$ cat src/rtl/register_file_pkg.sv
// Shared defaults, typedefs and constants for the register file.
package register_file_pkg;

  localparam int WIDTH_DEF      = 16;
  localparam int DEPTH_DEF      = 8;
  localparam int ADDR_WIDTH_DEF = 3;

  typedef logic [ADDR_WIDTH_DEF-1:0] addr_t;
  typedef logic [WIDTH_DEF-1:0]      word_t;

  localparam int unsigned ZERO_REG = 0;

endpackage

$ cat src/rtl/register_file_cell.sv
// One storage word: rising-edge enabled register with synchronous reset.
module register_file_cell
  import register_file_pkg::*;
#(
  parameter int WIDTH = WIDTH_DEF
) (
  input  logic             clk,
  input  logic             reset,
  input  logic             w,
  input  logic [WIDTH-1:0] d,
  output logic [WIDTH-1:0] q
);

  always_ff @(posedge clk) begin
    if (reset) begin
      q <= '0;
    end else if (w) begin
      q <= d;
    end
  end

endmodule

$ cat src/rtl/register_file.sv
// Register file: one write port, two registered read ports, register 0 hardwired to zero.
// Define REGISTER_FILE_BYPASS_EN to forward same-cycle write data to the read ports.
module register_file
  import register_file_pkg::*;
#(
  parameter int WIDTH      = WIDTH_DEF,
  parameter int DEPTH      = DEPTH_DEF,
  parameter int ADDR_WIDTH = ADDR_WIDTH_DEF
) (
  input  logic                  clk,
  input  logic                  reset,
  input  logic                  w,
  input  logic [ADDR_WIDTH-1:0] waddr,
  input  logic [WIDTH-1:0]      d,
  input  logic                  re,
  input  logic [ADDR_WIDTH-1:0] raddr_a,
  input  logic [ADDR_WIDTH-1:0] raddr_b,
  output logic [WIDTH-1:0]      qa,
  output logic [WIDTH-1:0]      qb,
  output logic                  qvalid
);

  localparam logic [ADDR_WIDTH-1:0] ZERO_ADDR = ADDR_WIDTH'(ZERO_REG);

  logic [WIDTH-1:0] regs [DEPTH];
  logic [WIDTH-1:0] rd_a_p0;
  logic [WIDTH-1:0] rd_b_p0;
  logic [WIDTH-1:0] qa_p1;
  logic [WIDTH-1:0] qb_p1;
  logic             vld_p1;

  assign regs[ZERO_REG] = '0;

  for (genvar i = 1; i < DEPTH; i++) begin : g_cell
    logic we;
    assign we = w && (waddr == ADDR_WIDTH'(i));

    register_file_cell #(.WIDTH(WIDTH)) u_cell (
      .clk   (clk),
      .reset (reset),
      .w     (we),
      .d     (d),
      .q     (regs[i])
    );
  end

  // Stage p0: read muxes (with optional write-data forwarding)
  always_comb begin
    rd_a_p0 = regs[raddr_a];
    rd_b_p0 = regs[raddr_b];
`ifdef REGISTER_FILE_BYPASS_EN
    if (w && (waddr == raddr_a) && (raddr_a != ZERO_ADDR)) begin
      rd_a_p0 = d;
    end
    if (w && (waddr == raddr_b) && (raddr_b != ZERO_ADDR)) begin
      rd_b_p0 = d;
    end
`endif
  end

  // Stage p1: registered read data and valid
  always_ff @(posedge clk) begin
    if (reset) begin
      qa_p1  <= '0;
      qb_p1  <= '0;
      vld_p1 <= 1'b0;
    end else begin
      vld_p1 <= re;
      if (re) begin
        qa_p1 <= rd_a_p0;
        qb_p1 <= rd_b_p0;
      end
    end
  end

  assign qa     = qa_p1;
  assign qb     = qb_p1;
  assign qvalid = vld_p1;

endmodule

$ cat config.mk
export PLATFORM = sky130hd
export DESIGN_NAME = register_file
export DESIGN_NICKNAME = d
export VERILOG_FILES = /design/src/rtl/register_file_pkg.sv /design/src/rtl/register_file_cell.sv /design/src/rtl/register_file.sv
export SDC_FILE = /design/constraint.sdc
export NUM_CORES = 1
export LEC_CHECK = 0
export ABC_AREA = 1
export CAP_MARGIN = 30
export CORE_ASPECT_RATIO = 1.75
export CORE_MARGIN = 3
export CORE_UTILIZATION = 55
export DETAILED_ROUTE_END_ITERATION = 10
export PLACE_DENSITY = 0.72
export SETUP_SLACK_MARGIN = 0.15
export SKIP_LAST_GASP = 1
export SLEW_MARGIN = 40
export SYNTH_ARGS = -nofsm -noshare
export SYNTH_HDL_FRONTEND = slang
export SYNTH_SLANG_ARGS = --single-unit
$ cat constraint.sdc
create_clock -name clk -period 3.2 [get_ports clk]
set_input_delay 0.8 -clock clk [delete_from_list [all_inputs] [get_ports clk]]
set_output_delay 0.8 -clock clk [all_outputs]
set_load 0.03 [all_outputs]
==> results of run 1 <==
## through the flow
step / cell area, um2 / worst slack (ns) / cells / power (mW)
6_report: 8510 / 0.956 / 1353 / 4.58
5_1_grt: 8510 / 0.917 / 1353 / 4.75
4_1_cts: 8510 / 0.947 / 1353 / 4.59
3_5_place_dp: 7900 / 0.684 / 1322 / 2.58
3_3_place_gp: 7900 / 0.721 / 1322 / 2.57
2_1_floorplan: 7200 / 1.43 / 1150 / 2.34
## sequential cells by signal, indices dropped and copies added, names as in the netlist
signal           cells
g_cell.u_cell.q    112
qa                  16
qb                  16
qvalid               1
## logic make-up after synthesis
group	Yosys count	share of synthesized area [%]
buf+inv	153	8.41
compound gates	162	11.3
simple gates	690	40.0
flops	145	40.3
## cell type report
class                   count  area, um2
fillers                  1201       4130
multi-input cells         852       3700
flip-flops and latches    145       2900
repair buffers             87        828
clock buffers              23        508
inverters                  70        263
well taps                 168        210
clock inverters             8        101
## how the worst max path moves through the flow
| stage | to | slack [ns] | depth (start not counted) |
|---|---|---|---|
| floorplan | qa[0] | 1.43 | 8 |
| global placement | g_cell[7].u_cell.q[10] | 0.72 | 6 |
| detailed placement | g_cell[7].u_cell.q[1] | 0.68 | 6 |
| CTS | qa[12] | 0.95 | 1 |
| global route | qa[12] | 0.92 | 1 |
| finish | qa[15] | 0.96 | 1 |
## cells in the mapped netlist, drive strengths merged
| library cell | number |
|---|---|
| inv | 70 |
| dfxtp | 145 |
| nor3 | 3 |
| o21ai | 121 |
| clkbuf | 47 |
| nor2 | 229 |
| nand2 | 274 |
| nand3 | 184 |
| buf | 36 |
| a21oi | 41 |
## layer usage
layer	up-vias	wire length, um
met5	-	0
met4	0	733
met3	63	1720
met2	347	11100
met1	3472	9260
li1	3719	-
## power by group
| part | total [mW] | internal (mW) | switching (mW) |
|---|---|---|---|
| sequential | 1.93 | 1.88 | 0.0416 |
| clock | 2.03 | 1.27 | 0.761 |
| combinational | 0.627 | 0.210 | 0.417 |
| total | 4.58 | 3.36 | 1.22 |
==> impl_metrics.json, run 1 <==
{
  "viasPerCell": 5.62,
  "first_pass_iters": 6,
  "hpwl_um": 14100,
  "grt.total_usage_pct": 32.6,
  "required_ns": 2.40,
  "drc": 0,
  "final_cell_mix": "271 x nand2_1, 227 x nor2_1, 184 x nand3_1",
  "clock_skew_ns": 0.00815,
  "die_area_mm2": 0.0146,
  "cpPeakStageDelay_ns": 0.68,
  "max-slew-margin-rel_pct": 50.3,
  "synthCells": 1150,
  "tns_ns": 0,
  "numCtsBuffers": 17,
  "hp-start": "g_cell[3].u_cell.q[3]",
  "syn_avg_cell_area_um2": 6.26,
  "drt_iter0_drc": 653,
  "grt_max_degree": 53,
  "yosysWarnings": 0,
  "row_count": 54,
  "start_kind": "flop",
  "hold_path_end": "g_cell[3].u_cell.q[3]",
  "cts_sinks": 145,
  "synth_area_leaders": "dfxtp_1 40%, nand2_1 14%, nand3_1 13%",
  "cts_tree": "done",
  "use_met2_pct": 55.5,
  "fin_hold_ws_ns": 0.476,
  "timing.rr.end": "qb[1]",
  "cts.clk_slew.worst_paths_ns": 0.06,
  "routed_wl_um": 22800,
  "fin_crit_sh_pct": 70.1,
  "finalHoldViolations": 0,
  "core_mm2": 0.0126,
  "clk-insertion-delay-late_ns": 0.42,
  "layout_commonest_cell": "nand2_1",
  "cp_max_fo": 2,
  "die_x_um": 92.5,
  "top_usage_layer": "met2",
  "hp-class": "flop to flop",
  "die_h_um": 157,
  "clock.fmax_ghz": 0.446,
  "cts_root_buf": "clkbuf_16",
  "post_cts_resized": 0,
  "nNetsFinal": 1202,
  "use_met1_pct": 40.1,
  "drive_above_1_share_pct": 6.24,
  "rsz0062_at_grt": "false",
  "worstPathArrival_ns": 1.44,
  "cp_top_family": "buffers and inverters",
  "syn_to_final_growth_pct": 18.1,
  "ctsHoldBuffers": 0,
  "cap_violations": 0,
  "worstPathCellList": "clkdlybuf4s50_1",
  "ir_worst_vdd_mv": 0.417,
  "htreeDepth": 4,
  "synth_nets": 1179,
  "min_path_cells": 2,
  "grt_pass1_wl_um": 37200,
  "grt.overflow.total": 0,
  "initial_core_util_pct": 57.0,
  "antenna_cells": 0,
  "synth-seq-cells": 145,
  "pin_count": 62,
  "path_buf_inv": 1,
  "synth_top_area_share_pct": 40.3,
  "cts_buffer_depth": 2,
  "synth.distinct_cells": 19,
  "tightest_slew_ns": 0.745,
  "ant_nets": 0,
  "utilization_pct": 67.4,
  "power_density_mw_per_mm2": 538,
  "worst-setup-path-type": "flop to primary output",
  "antenna_found_initial": 0,
  "ys_seq_area_share_pct": 40.3,
  "cp-end-kind": "primary output",
  "reg2reg_slack_ns": 2.16,
  "status": "completed",
  "leakagePower_nw": 3.83,
  "finalMaxSlewViolations": 0,
  "startpoint": "qa[15]",
  "synth_area_leader_cell": "dfxtp_1",
  "met3_usage_pct": 5.93,
  "layout_min_cycle_time_ns": 2.24,
  "setup_viol": 0,
  "drt-wirelength-per-cell_um": 16.9,
  "grt_pass1_vias": 7237,
  "routed-via-count": 7601,
  "slowest_stage": "clkdlybuf4s50_1",
  "port_buffers": 61,
  "place_congestion": 0.858,
  "syn-cell-area_mm2": 0.00720,
  "r2r-start": "g_cell[2].u_cell.q[1]",
  "reg2regPathDepth": 8,
  "cts_setup_buffers": 0
}
Note: power is estimated with default switching activity, not from simulation.
==> inputs of run 2 (changes only) <==
==> constraint.sdc (replaced) <==
create_clock -name clk -period 2.1 [get_ports clk]
set_input_delay 0.525 -clock clk [delete_from_list [all_inputs] [get_ports clk]]
set_output_delay 0.525 -clock clk [all_outputs]
set_load 0.03 [all_outputs]
==> run 2 against run 1 <==
Net effect:
- clock skew decreased by 0.0031 ns
- via count increased by 1.1%
- sequential power is 52% higher
- combinational power up 54%
- first-iteration DRC count grew 32%
- power grew 56%
- clock-buffer cell count did not move
- non-clock buffer count increased by 5
- critical path depth did not move
- critical path type unchanged
- critical endpoint is now qvalid
- largest cell class unchanged
- largest power group unchanged
==> impl_metrics.json, run 2 (synthesis results as in run 1) <==
{
  "status": "completed",
  "htreeDepth": 4,
  "layout_commonest_cell": "nand2_1",
  "post_cts_resized": 12,
  "nNetsFinal": 1207,
  "grt_pass1_wl_um": 37000,
  "max-slew-margin-rel_pct": 57.2,
  "grt.overflow.total": 0,
  "clk-insertion-delay-late_ns": 0.42,
  "max_flop_register": "g_cell.u_cell.q",
  "drc": 0,
  "required_ns": 1.57,
  "cts.clk_slew.worst_paths_ns": 0.06,
  "largest_reg_flops": 112,
  "cp_max_fo": 1,
  "hpwl_um": 13900,
  "ctsHoldBuffers": 0,
  "fin_crit_sh_pct": 91.0,
  "die_area_mm2": 0.0146,
  "min_path_cells": 2,
  "routed-via-count": 7683,
  "clock_skew_ns": 0.00507,
  "tns_ns": 0,
  "timing.rr.end": "qb[1]",
  "viasPerCell": 5.65,
  "cts_tree": "done",
  "p_clk_share_pct": 45.3,
  "ant_nets": 0,
  "drive_above_1_share_pct": 6.47,
  "routed_wl_um": 22700,
  "cts_buffer_depth": 2,
  "p_sw_share_pct": 26.0,
  "drt_iter0_drc": 864,
  "pin_count": 62,
  "finalMaxSlewViolations": 0,
  "leakagePower_nw": 4.26,
  "rsz0062_at_grt": "false",
  "power_switching_mw": 1.85,
  "drt-wirelength-per-cell_um": 16.7,
  "final_cell_mix": "271 x nand2_1, 227 x nor2_1, 184 x nand3_1",
  "cts_root_buf": "clkbuf_16",
  "path_buf_inv": 1,
  "cap_violations": 0,
  "grt_max_degree": 78,
  "slowest_stage": "clkdlybuf4s50_1",
  "worstPathCellList": "clkdlybuf4s50_1",
  "place_congestion": 0.848,
  "initial_core_util_pct": 57.0,
  "hold_path_end": "g_cell[3].u_cell.q[9]",
  "reg2reg_slack_ns": 1.08,
  "cpPeakStageDelay_ns": 0.66,
  "power_density_mw_per_mm2": 818,
  "numCtsBuffers": 17,
  "cts_sinks": 145,
  "ir_worst_vdd_mv": 0.768,
  "r2r-start": "g_cell[3].u_cell.q[1]",
  "port_buffers": 61,
  "row_count": 54,
  "antenna_cells": 0,
  "cp_top_family": "buffers and inverters",
  "grt.total_usage_pct": 32.2,
  "core_mm2": 0.0126,
  "syn_to_final_growth_pct": 21.0,
  "reg2regPathDepth": 8,
  "setup_viol": 0,
  "combPwrFrac_pct": 13.6,
  "layout_min_cycle_time_ns": 1.91,
  "clock.fmax_ghz": 0.523,
  "seqPwrFrac_pct": 41.1,
  "cts_setup_buffers": 0,
  "worst-setup-path-type": "flop to primary output",
  "die_h_um": 157,
  "finalHoldViolations": 0,
  "worstPathArrival_ns": 1.39,
  "tightest_slew_ns": 0.641,
  "grt_pass1_vias": 7183,
  "start_kind": "flop",
  "hp-start": "g_cell[3].u_cell.q[9]",
  "internal_power_mw": 5.28,
  "first_pass_iters": 6,
  "antenna_found_initial": 0,
  "hp-class": "flop to flop",
  "cp-end-kind": "primary output",
  "die_x_um": 92.5,
  "utilization_pct": 69.0
}
==> run 2: worst max path at each step <==
stage / from / to / slack (ns) / depth (start not counted)
global placement: raddr_b[1] / qb[3] / 0.12 / 8
floorplan: raddr_b[1] / qb[2] / 0.61 / 8
CTS: qb[13] / qb[13] / 0.15 / 1
finish: qvalid / qvalid / 0.19 / 1
global route: qvalid / qvalid / 0.16 / 1
detailed placement: waddr[2] / g_cell[6].u_cell.q[9] / 0.11 / 6
==> run 2: cell type report <==
class	count	area [um2]
Clock buffer	23	478
Clock inverter	9	154
Fill cell	1197	3920
Inverter	70	263
Multi-Input combinational cell	852	3700
Sequential cell	145	2900
Tap cell	168	210
Timing Repair Buffer	92	1010
==> run 2: power by group through the flow <==
stage	clock (mW)	combinational (mW)	sequential (mW)
2_1_floorplan	0	0.499	3.06
3_3_place_gp	0	0.951	2.99
3_5_place_dp	0	0.963	2.99
4_1_cts	3.25	0.958	2.93
5_1_grt	3.39	1.05	2.95
6_report	3.23	0.967	2.93
==> run 2: worst register-to-register path: cells and delay by family (launching register included) <==
family,cells,cell delay [ns]
AND/OR/NAND/NOR,6,0.51
buffers and inverters,2,0.12
flip-flops,1,0.29
==> run 2: per-layer routing <==
metal,vias up,track usage (%),wire [um]
li1,3731,-,-
met1,3465,41.2,8950
met2,419,52.9,10900
met3,68,5.31,2180
met4,0,14.8,685
met5,-,0,0
==> run 2: metrics by stage <==
stage	hold slack (ns)	std cells	setup slack [ns]	cell area, um2	total power [mW]
after floorplan	0.448	1150	0.605	7200	3.56
after global placement	0.465	1327	0.117	8050	3.94
after detailed placement	0.469	1327	0.108	8050	3.96
after CTS	0.478	1359	0.150	8670	7.15
after global routing	0.504	1359	0.162	8720	7.39
final	0.479	1359	0.189	8720	7.13
